===== config.mk =====
export PLATFORM = sky130hd
export DESIGN_NAME = serial_rx_50k
export DESIGN_NICKNAME = d
export VERILOG_FILES = /design/src/rtl/serial_rx_50k.sv
export SDC_FILE = /design/constraint.sdc
export NUM_CORES = 1
export LEC_CHECK = 0
export ABC_CLOCK_PERIOD_IN_PS = 2150
export CORE_ASPECT_RATIO = 2
export CORE_MARGIN = 4
export CORE_UTILIZATION = 51
export CTS_CLUSTER_DIAMETER = 80
export CTS_CLUSTER_SIZE = 16
export DETAILED_ROUTE_END_ITERATION = 10
export PLACE_DENSITY = 0.74
export SYNTH_ARGS = -nofsm -noshare
export SYNTH_HDL_FRONTEND = slang
export SYNTH_SLANG_ARGS = --single-unit

===== constraint.sdc =====
create_clock -name clock_in -period 2.15 [get_ports clock_in]
set_input_delay 0.215 -clock clock_in [delete_from_list [all_inputs] [get_ports clock_in]]
set_output_delay 0.215 -clock clock_in [all_outputs]
set_load 0.01 [all_outputs]

===== src/rtl/serial_rx_50k.sv =====
// 8N1 serial receiver: two-flop synchronizer, centre-sampling bit timer, frame FSM.
// Presents each good byte with a one-cycle data_valid; a low stop bit gives frame_error.
module serial_rx_50k #(
   parameter int DIVISOR   = 400,
   parameter int DATA_BITS = 8
) (
   input  logic                 clock_in,
   input  logic                 reset_n,
   input  logic                 rx_in,
   output logic [DATA_BITS-1:0] data_out,
   output logic                 data_valid,
   output logic                 frame_error,
   output logic                 busy
);

   localparam int CNT_W = $clog2(DIVISOR);
   localparam int IDX_W = $clog2(DATA_BITS);
   localparam logic [CNT_W-1:0] CNT_HALF = CNT_W'(DIVISOR/2 - 1);
   localparam logic [CNT_W-1:0] CNT_FULL = CNT_W'(DIVISOR - 1);
   localparam logic [IDX_W-1:0] IDX_LAST = IDX_W'(DATA_BITS - 1);

   typedef enum logic [2:0] {
      S_IDLE,
      S_START,
      S_DATA,
      S_STOP,
      S_BREAK
   } state_t;

   state_t               state_q, state_d;
   logic                 sync1_q, rx_s_q;
   logic [CNT_W-1:0]     bit_cnt_q, bit_cnt_d;
   logic [IDX_W-1:0]     bit_idx_q, bit_idx_d;
   logic [DATA_BITS-1:0] shift_q, shift_d;
   logic [DATA_BITS-1:0] data_q, data_d;
   logic                 valid_q, valid_d;
   logic                 ferr_q, ferr_d;

   // Line idles high, so the synchronizer resets to 1 to avoid a false start.
   always_ff @(posedge clock_in or negedge reset_n) begin
      if (!reset_n) begin
         sync1_q <= 1'b1;
         rx_s_q  <= 1'b1;
      end else begin
         sync1_q <= rx_in;
         rx_s_q  <= sync1_q;
      end
   end

   always_ff @(posedge clock_in or negedge reset_n) begin
      if (!reset_n) begin
         state_q   <= S_IDLE;
         bit_cnt_q <= '0;
         bit_idx_q <= '0;
         shift_q   <= '0;
         data_q    <= '0;
         valid_q   <= 1'b0;
         ferr_q    <= 1'b0;
      end else begin
         state_q   <= state_d;
         bit_cnt_q <= bit_cnt_d;
         bit_idx_q <= bit_idx_d;
         shift_q   <= shift_d;
         data_q    <= data_d;
         valid_q   <= valid_d;
         ferr_q    <= ferr_d;
      end
   end

   always_comb begin
      state_d   = state_q;
      bit_cnt_d = bit_cnt_q + CNT_W'(1);
      bit_idx_d = bit_idx_q;
      shift_d   = shift_q;
      data_d    = data_q;
      valid_d   = 1'b0;
      ferr_d    = 1'b0;
      case (state_q)
         S_IDLE: begin
            bit_cnt_d = '0;
            if (!rx_s_q) state_d = S_START;
         end
         S_START: begin
            // A start bit that is gone by its midpoint was a glitch.
            if (bit_cnt_q == CNT_HALF) begin
               bit_cnt_d = '0;
               if (!rx_s_q) begin
                  state_d   = S_DATA;
                  bit_idx_d = '0;
               end else begin
                  state_d = S_IDLE;
               end
            end
         end
         S_DATA: begin
            if (bit_cnt_q == CNT_FULL) begin
               bit_cnt_d          = '0;
               shift_d[bit_idx_q] = rx_s_q;
               if (bit_idx_q == IDX_LAST) state_d = S_STOP;
               else bit_idx_d = bit_idx_q + IDX_W'(1);
            end
         end
         S_STOP: begin
            // Decided at mid stop bit, so a start edge right after the stop bit is caught.
            if (bit_cnt_q == CNT_FULL) begin
               bit_cnt_d = '0;
               if (rx_s_q) begin
                  data_d  = shift_q;
                  valid_d = 1'b1;
                  state_d = S_IDLE;
               end else begin
                  ferr_d  = 1'b1;
                  state_d = S_BREAK;
               end
            end
         end
         S_BREAK: begin
            bit_cnt_d = '0;
            if (rx_s_q) state_d = S_IDLE;
         end
         default: begin
            state_d   = S_IDLE;
            bit_cnt_d = '0;
         end
      endcase
   end

   assign data_out    = data_q;
   assign data_valid  = valid_q;
   assign frame_error = ferr_q;
   assign busy        = (state_q != S_IDLE);

endmodule

# Word-level counts from Yosys, hierarchy flattened
# Index checks and enable logic that the tools add are counted.
# op_classes
mux	26
order_cmp	2
div_mod_pow	0
n_bitwise	0
n_shift	0
n_mul	0
reduce_logical	9
eq_ne	15
n_addsub	2
# ops
op	count
3-bit two-way mux	11
9-bit two-way mux	2
9-bit case mux with 2 select lines	1
2-bit inequality test, second input constant	8
3-bit case mux with 5 select lines	1
9-bit by 1-bit adder with 9-bit output, second input constant	1
9-bit by 8-bit equality test with 1-bit output, second input constant	1
9-bit equality test, second input constant	1
8-bit bitwise mux	1
1-bit two-way mux	7
3-bit by 2-bit equality test with 1-bit output, second input constant	2
3-bit equality test, second input constant	2
3-bit case mux with 2 select lines	1
6-bit AND reduction	1
5-bit AND reduction	1
3-bit by 4-bit less-than comparator with 1-bit output, second input constant	1
3-bit by 1-bit adder with 3-bit output, second input constant	1
1-bit demux with 3-bit select	1
3-bit by 1-bit equality test with 1-bit output, second input constant	1
3-bit by 1-bit greater-or-equal comparator with 1-bit output, second input constant	1
3-bit zero test	1
3-bit AND reduction	1
3-bit nonzero test	1
2-bit two-way mux	1
4 further kinds	4
# totals
wordCells	63
in_bits	3
out_inout_bits	11
mem_bits_rw	0
n_memories	0
regBits	35
mem_bits_ro	0
latchBits	0

# Logic depth before layout (Yosys ltp)
# Gate-level depths: netlist (run 1).
# depth
word_depth	5
ltp_mapped	6
mapped_depth_nobuf	6

# Least setup slack after synthesis (run 1)
# No wires, ideal clock.
# synth_path
kind	register -> register
start	register bit_cnt_q[5]
end	register shift_q[3]
path_slack_ps	24
setup_ps	128
path_stages_with_launch	6
path_buffers	1
t_arrival_ps	1999
path_cell_list	dfrtp_1 > or3b_4 > or4_4 > buf_6 > nor4_4 > mux2_1
# synth_between
elab_chain_cells	2
# synth_lines
item	line	source
start, declared	32	logic [CNT_W-1:0] bit_cnt_q, bit_cnt_d;
start signal, assigned	61	bit_cnt_q <= bit_cnt_d;
9-bit equality test	96	if (bit_cnt_q == CNT_FULL) begin
2-bit AND reduction (no source line)	n/a	
end signal, assigned	63	shift_q <= shift_d;
end, declared	34	logic [DATA_BITS-1:0] shift_q, shift_d;
# No other way between the ends.
# A chain may end at the register's enable or synchronous reset.

# Worst setup path after layout (run 1)
# layout_path
start	register bit_cnt_q[4]
end	register shift_q[3]
# The elaborated chain is that of the path after synthesis.

==> metrics, run 1 <==
CTS Buf Count=5; CP Class=reg -> reg; met1 Usage GRT=between 15 and 20%; final-report max-slew violation count=0; # Post-CTS Setup Buffers=0; gr busiest metal=met2; Non-Filler Instances=195; Max-slew headroom=between 60% and 70%; vias per cell=5.774; Ant. Diodes=0; EDFF count, synth=0; Synth-to-Final Area Change=20.72%; layout cell share with drive strength beyond 1=about 27%; total wire length=just over 3000 um; first-pass GRT wire length=~5600 um; Starting Density=52.60%; top cell type's share of synthesized area=49.74%; vias in the first global route=1,217; wire length per cell=about 16 um; I/O pins=14; final setup violation count=0; leakage=0.9085 nW; Min-Delay Path Class=in -> reg; DRT iter0 DRCs=21; status=complete, no violations; Setup TNS=0 ns; Synth top cells by count=dfrtp_1 (33), nor2_1 (17), mux2_2 (15); syn avg cell area=11.86 um^2; Finished Core Util=63.50%; post-cts sizing count=0; kind of end point of the critical path=flop; clock buffer depth=2; worst-margin pin slew=around 0.52 ns; core area=3157 um^2; post-synthesis sequential area ratio=around 53%; clk slew on worst S/H paths=around 0.070 ns; Required @ worst endpoint=roughly 2.3 ns; Crit path arrival time=~2.3 ns; row count=29; crit start category=flop; Cell variety after synth=36; CTS Hold Bufs=0; TritonCTS clock tree=built; Top FF cell, synth=dfrtp_1; Syn. warnings=0; nets@finish=roughly 170; Die W=48.35 um; Post-Synthesis Net Count=between 100 and 150; remaining antenna violation count=0; Synth Register Bits=35; clk sink count=35; GPL Wtd Cong=0.7741; reg-to-reg slack, setup=0.08 ns; Layout fillers=around 260; total gr overflow=0; met3 GRT Util=about 3.2%; latest clock arrival within the worst-skew pair=0.29 ns; Min Clock Period, post-route=slightly above 2 ns; max_cap viols=0; initial antenna violation count=0; final setup margin=roughly 0.077 ns; placed cell count=approximately 190; Post-DP HPWL=2257 um; RSZ-0062 raised after global routing=false; DIE AREA=about 4300 um^2; Hold Violations, Final=0; FMAX=~0.48 GHz; top cells by area, synth=dfrtp_1 (50%), mux2_2 (10%), nor2_1 (3.8%); Design Power=roughly 0.0013 W; crit share post-route=a little over nine tenths; CTS root buf=clkbuf_8; area leader, netlist=dfrtp_1; Vert. Die Dim=~90 um; total number of vias=between 1k and 1.5k; pwr dens=between 600 and 700 nW/um^2; First-pass DRT Iterations=4; largest net degree at the start of global routing=36; Layout Skew=just under 0.008 ns; Mapped Area=roughly 1700 um^2; worst-path maximum fanout=6; met2 Use GR=a little under a third; GRT Total Usage=about 17%; pre-CTS WS=a little under 0.07 ns; H-tree levels=2; Syn Inst Count=140; Async SR Flop Fraction=between 90% and 100%; Post-route DRC=0; count leader, synth=dfrtp_1; # port buffers=13; VDD IR max=~0.7 mV
## critical path, stage by stage (launching register included)
cell and delay, ns:
dfrtp_1 0.42, or3b_4 0.39, or4_4 0.55, nor4_4 0.29, mux2_4 0.32
## layout make-up
class / instances / area, um^2 / area share [%]
Clock inverter: 2 / 35.03 / 1.748
Tap cell: 31 / 38.79 / 1.935
Timing Repair Buffer: 23 / 217.7 / 10.86
Multi-Input combinational cell: 97 / 748.2 / 37.33
Inverter: 1 / 3.754 / 0.1873
Sequential cell: 35 / 878.3 / 43.82
Clock buffer: 6 / 82.58 / 4.120
## layout by cell type (no fill, tap or decap), types with 2 or more instances in the layout
master           count
and2_1               3
nand2_1              8
and3_1               3
dfstp_2              2
nor2_1              17
clkdlybuf4s50_1     13
a21oi_1              3
nor4_4               2
xor2_1               2
ha_1                 3
nor2b_1              6
mux2_2              15
nand4_1              3
nand3_1              4
clkbuf_8             6
nor3_1               3
xnor2_1              5
buf_4                9
dfrtp_1             33
a221o_1              3
nand4b_1             3
mux2_4               2
## state kept, by name, summed over array words and instances (netlist names), 3 cells and up
register	count
bit_cnt_q	9
shift_q	8
data_out	8
state_q	3
bit_idx_q	3
## layer usage
metal  share of wire (%)  up-vias  wire length, um
met5                   0        -                0
met4                 2.4        0               76
met3                 3.7        6              116
met2                  59       22             1839
met1                  35      563             1071
li1                    -      535                -
## report_power, final
group          leakage, nW  internal (W)  switching (W)
registers            0.467      0.000662     0.00000385
clock network       0.0612      0.000375       0.000228
logic                0.380    0.00000596      0.0000141
## through the flow
stage / hold WS, ns / instance area, um^2
after floorplan: -0.08059 / 1660
after global placement: 0.3460 / 1878
after detailed placement: 0.3507 / 1878
after CTS: 0.3243 / 1996
after global routing: 0.3354 / 2004
final: 0.3325 / 2004
## logic make-up after synthesis
kind of cell / count (synthesis) / share of synthesized area, %
XOR/XNOR: 7 / 3.693
AO/OA/AOI/OAI: 10 / 5.351
buffers and inverters: 8 / 2.562
multiplexers: 17 / 11.76
adder cells (fa/ha/maj): 3 / 2.261
AND/OR/NAND/NOR: 60 / 21.48
flip-flops: 35 / 52.90
## worst paths after layout
path	endpoint	from	cells after the start
max in group asynchronous	sync1_q$_DFF_PN1_	reset_n	2
setup / recovery	shift_q[3]$_DFFE_PN0P_	bit_cnt_q[4]$_DFF_PN0_	4
hold / removal	sync1_q$_DFF_PN1_	rx_in	1
hold reg to reg	rx_s_q$_DFF_PN1_	sync1_q$_DFF_PN1_	0
min in group asynchronous	frame_error$_DFF_PN0_	reset_n	2
setup reg to reg	shift_q[3]$_DFFE_PN0P_	bit_cnt_q[4]$_DFF_PN0_	4
No activity file was read; power rests on OpenSTA's default activity.
==> inputs of run 2 (changes only) <==
- CORE_ASPECT_RATIO: 2 -> unset
==> metrics, run 2 (synthesized netlist as in run 1, its figures left out) <==
switching share of total power=a little over a fifth; row count=20; Max-slew headroom=approximately 66%; switching pwr=approximately 0.00024 W; worst-margin pin slew=roughly 0.51 ns; Starting Density=between 50 and 60%; R2R Path End=shift_q[3]$_DFFE_PN0P_; Hold Violations, Final=0; clk slew on worst S/H paths=approximately 0.12 ns; Post-DP HPWL=~1900 um; latest clock arrival within the worst-skew pair=~0.34 ns; Setup TNS=0 ns; logic gate share of total power=around 1.7%; Reg with most FFs=bit_cnt_q; Crit path arrival time=roughly 2.3 ns; first-pass GRT wire length=slightly above 5000 um; Ant. Diodes=0; TritonCTS clock tree=built; CTS root buf=clkbuf_4; status=complete, no violations; post-cts sizing count=0; Internal Power=between 0.0009 and 0.001 W; R2R depth=4; clock network power share=around 41%; GRT Total Usage=around 16%; total gr overflow=0; reg-to-reg slack, setup=approximately 0.13 ns; I/O pins=14; kind of end point of the critical path=flop; vias per cell=~5.3; Vert. Die Dim=approximately 65 um; total number of vias=~1.1k; First-pass DRT Iterations=4; # Post-CTS Setup Buffers=0; core area=3078 um^2; pre-CTS WS=0.04940 ns; max_cap viols=0; Die W=~65 um; Min Clock Period, post-route=between 2 and 2.5 ns; RSZ-0062 raised after global routing=false; CTS Buf Count=5; initial antenna violation count=0; remaining antenna violation count=0; FMAX=0.4952 GHz; vias in the first global route=roughly 1.2k; clock buffer depth=2; Design Power=0.001155 W; final setup margin=about 0.13 ns; Post-route DRC=0; Finished Core Util=a little under two thirds; GPL Wtd Cong=0.8338; commonest non-fill, non-tap cell in the layout=dfrtp_1; Min-Delay Path Class=in -> async; CP Class=reg -> reg; worst-path maximum fanout=6; largest net degree at the start of global routing=36; # port buffers=13; clk sink count=35; layout cell share with drive strength beyond 1=about a quarter; Layout Skew=between 0.015 and 0.02 ns; sequential share of power=~58%; pwr dens=590.9 nW/um^2; final setup violation count=0; Synth-to-Final Area Change=17.78%; H-tree levels=2; Largest register FFs=9; CTS Hold Bufs=0; final-report max-slew violation count=0; nets@finish=between 150 and 200; FF-to-FF Start=bit_cnt_q[5]$_DFF_PN0_; leakage=0.8847 nW; Required @ worst endpoint=roughly 2.4 ns; most frequent cells in the layout=dfrtp_1 (33), nor2_1 (17), mux2_2 (15); DIE AREA=between 4000 and 5000 um^2; wire length per cell=about 14 um; DRT iter0 DRCs=43; crit start category=flop; VDD IR max=0.3113 mV; crit share post-route=between 90% and 100%; total wire length=roughly 2900 um
[run 2: cell count changes in the layout (fill, tap and decap cells not counted), sizes merged]
cell and delta:
clkbuf -1, clkinv +1, buf -1
[run 2: worst max-delay path, cell delays in order (launching register included)]
cell     delay, ns
dfrtp_1       0.39
or3b_4        0.42
or4_4         0.49
nor4_4        0.28
mux2_1        0.35
[run 2: metal layers]
layer	part of all wire, %	track usage, %	vias up
met5	0	0	-
met3	3.1	4.333	5
li1	-	-	537
met1	46	18.27	538
met4	1.3	6.995	0
met2	50	26.82	13
[run 2: how the worst max path moves through the flow]
stage | cells after the start | start | end | slack [ns]
after floorplan | 5 | bit_cnt_q[5]$_DFF_PN0_ | shift_q[3]$_DFFE_PN0P_ | 0.02
after global placement | 4 | bit_cnt_q[5]$_DFF_PN0_ | shift_q[3]$_DFFE_PN0P_ | 0.1
after detailed placement | 4 | bit_cnt_q[5]$_DFF_PN0_ | shift_q[3]$_DFFE_PN0P_ | 0.05
after CTS | 4 | bit_cnt_q[5]$_DFF_PN0_ | shift_q[3]$_DFFE_PN0P_ | 0.05
after global routing | 5 | bit_cnt_q[0]$_DFF_PN0_ | shift_q[3]$_DFFE_PN0P_ | 0.06
final | 4 | bit_cnt_q[5]$_DFF_PN0_ | shift_q[3]$_DFFE_PN0P_ | 0.13
[run 2: per-stage QoR]
stage	cells	hold slack, ns	area, um^2
after floorplan	140	-0.08059	1660
after global placement	199	0.3467	1874
after detailed placement	199	0.3495	1874
after CTS	207	0.2644	1956
after global routing	207	0.2680	1956
final	207	0.2665	1956
[run 2: layout make-up]
cell class                      count  area [um^2]
Inverter                            1        3.754
Timing Repair Buffer               22        197.7
Fill cell                         278         1122
Clock buffer                        5        37.54
Tap cell                           44        55.05
Multi-Input combinational cell     97        739.5
Sequential cell                    35        878.3
Clock inverter                      3        43.79
[run 2: power by group through the flow]
| stage | Combinational (W) | Sequential [W] | Clock [W] |
|---|---|---|---|
| 6_report | 0.0000199 | 0.000665 | 0.000470 |
| 5_1_grt | 0.0000234 | 0.000666 | 0.000515 |
| 4_1_cts | 0.0000209 | 0.000666 | 0.000483 |
| 3_5_place_dp | 0.0000209 | 0.000678 | 0 |
| 3_3_place_gp | 0.0000199 | 0.000678 | 0 |
| 2_1_floorplan | 0.00000457 | 0.000675 | 0 |
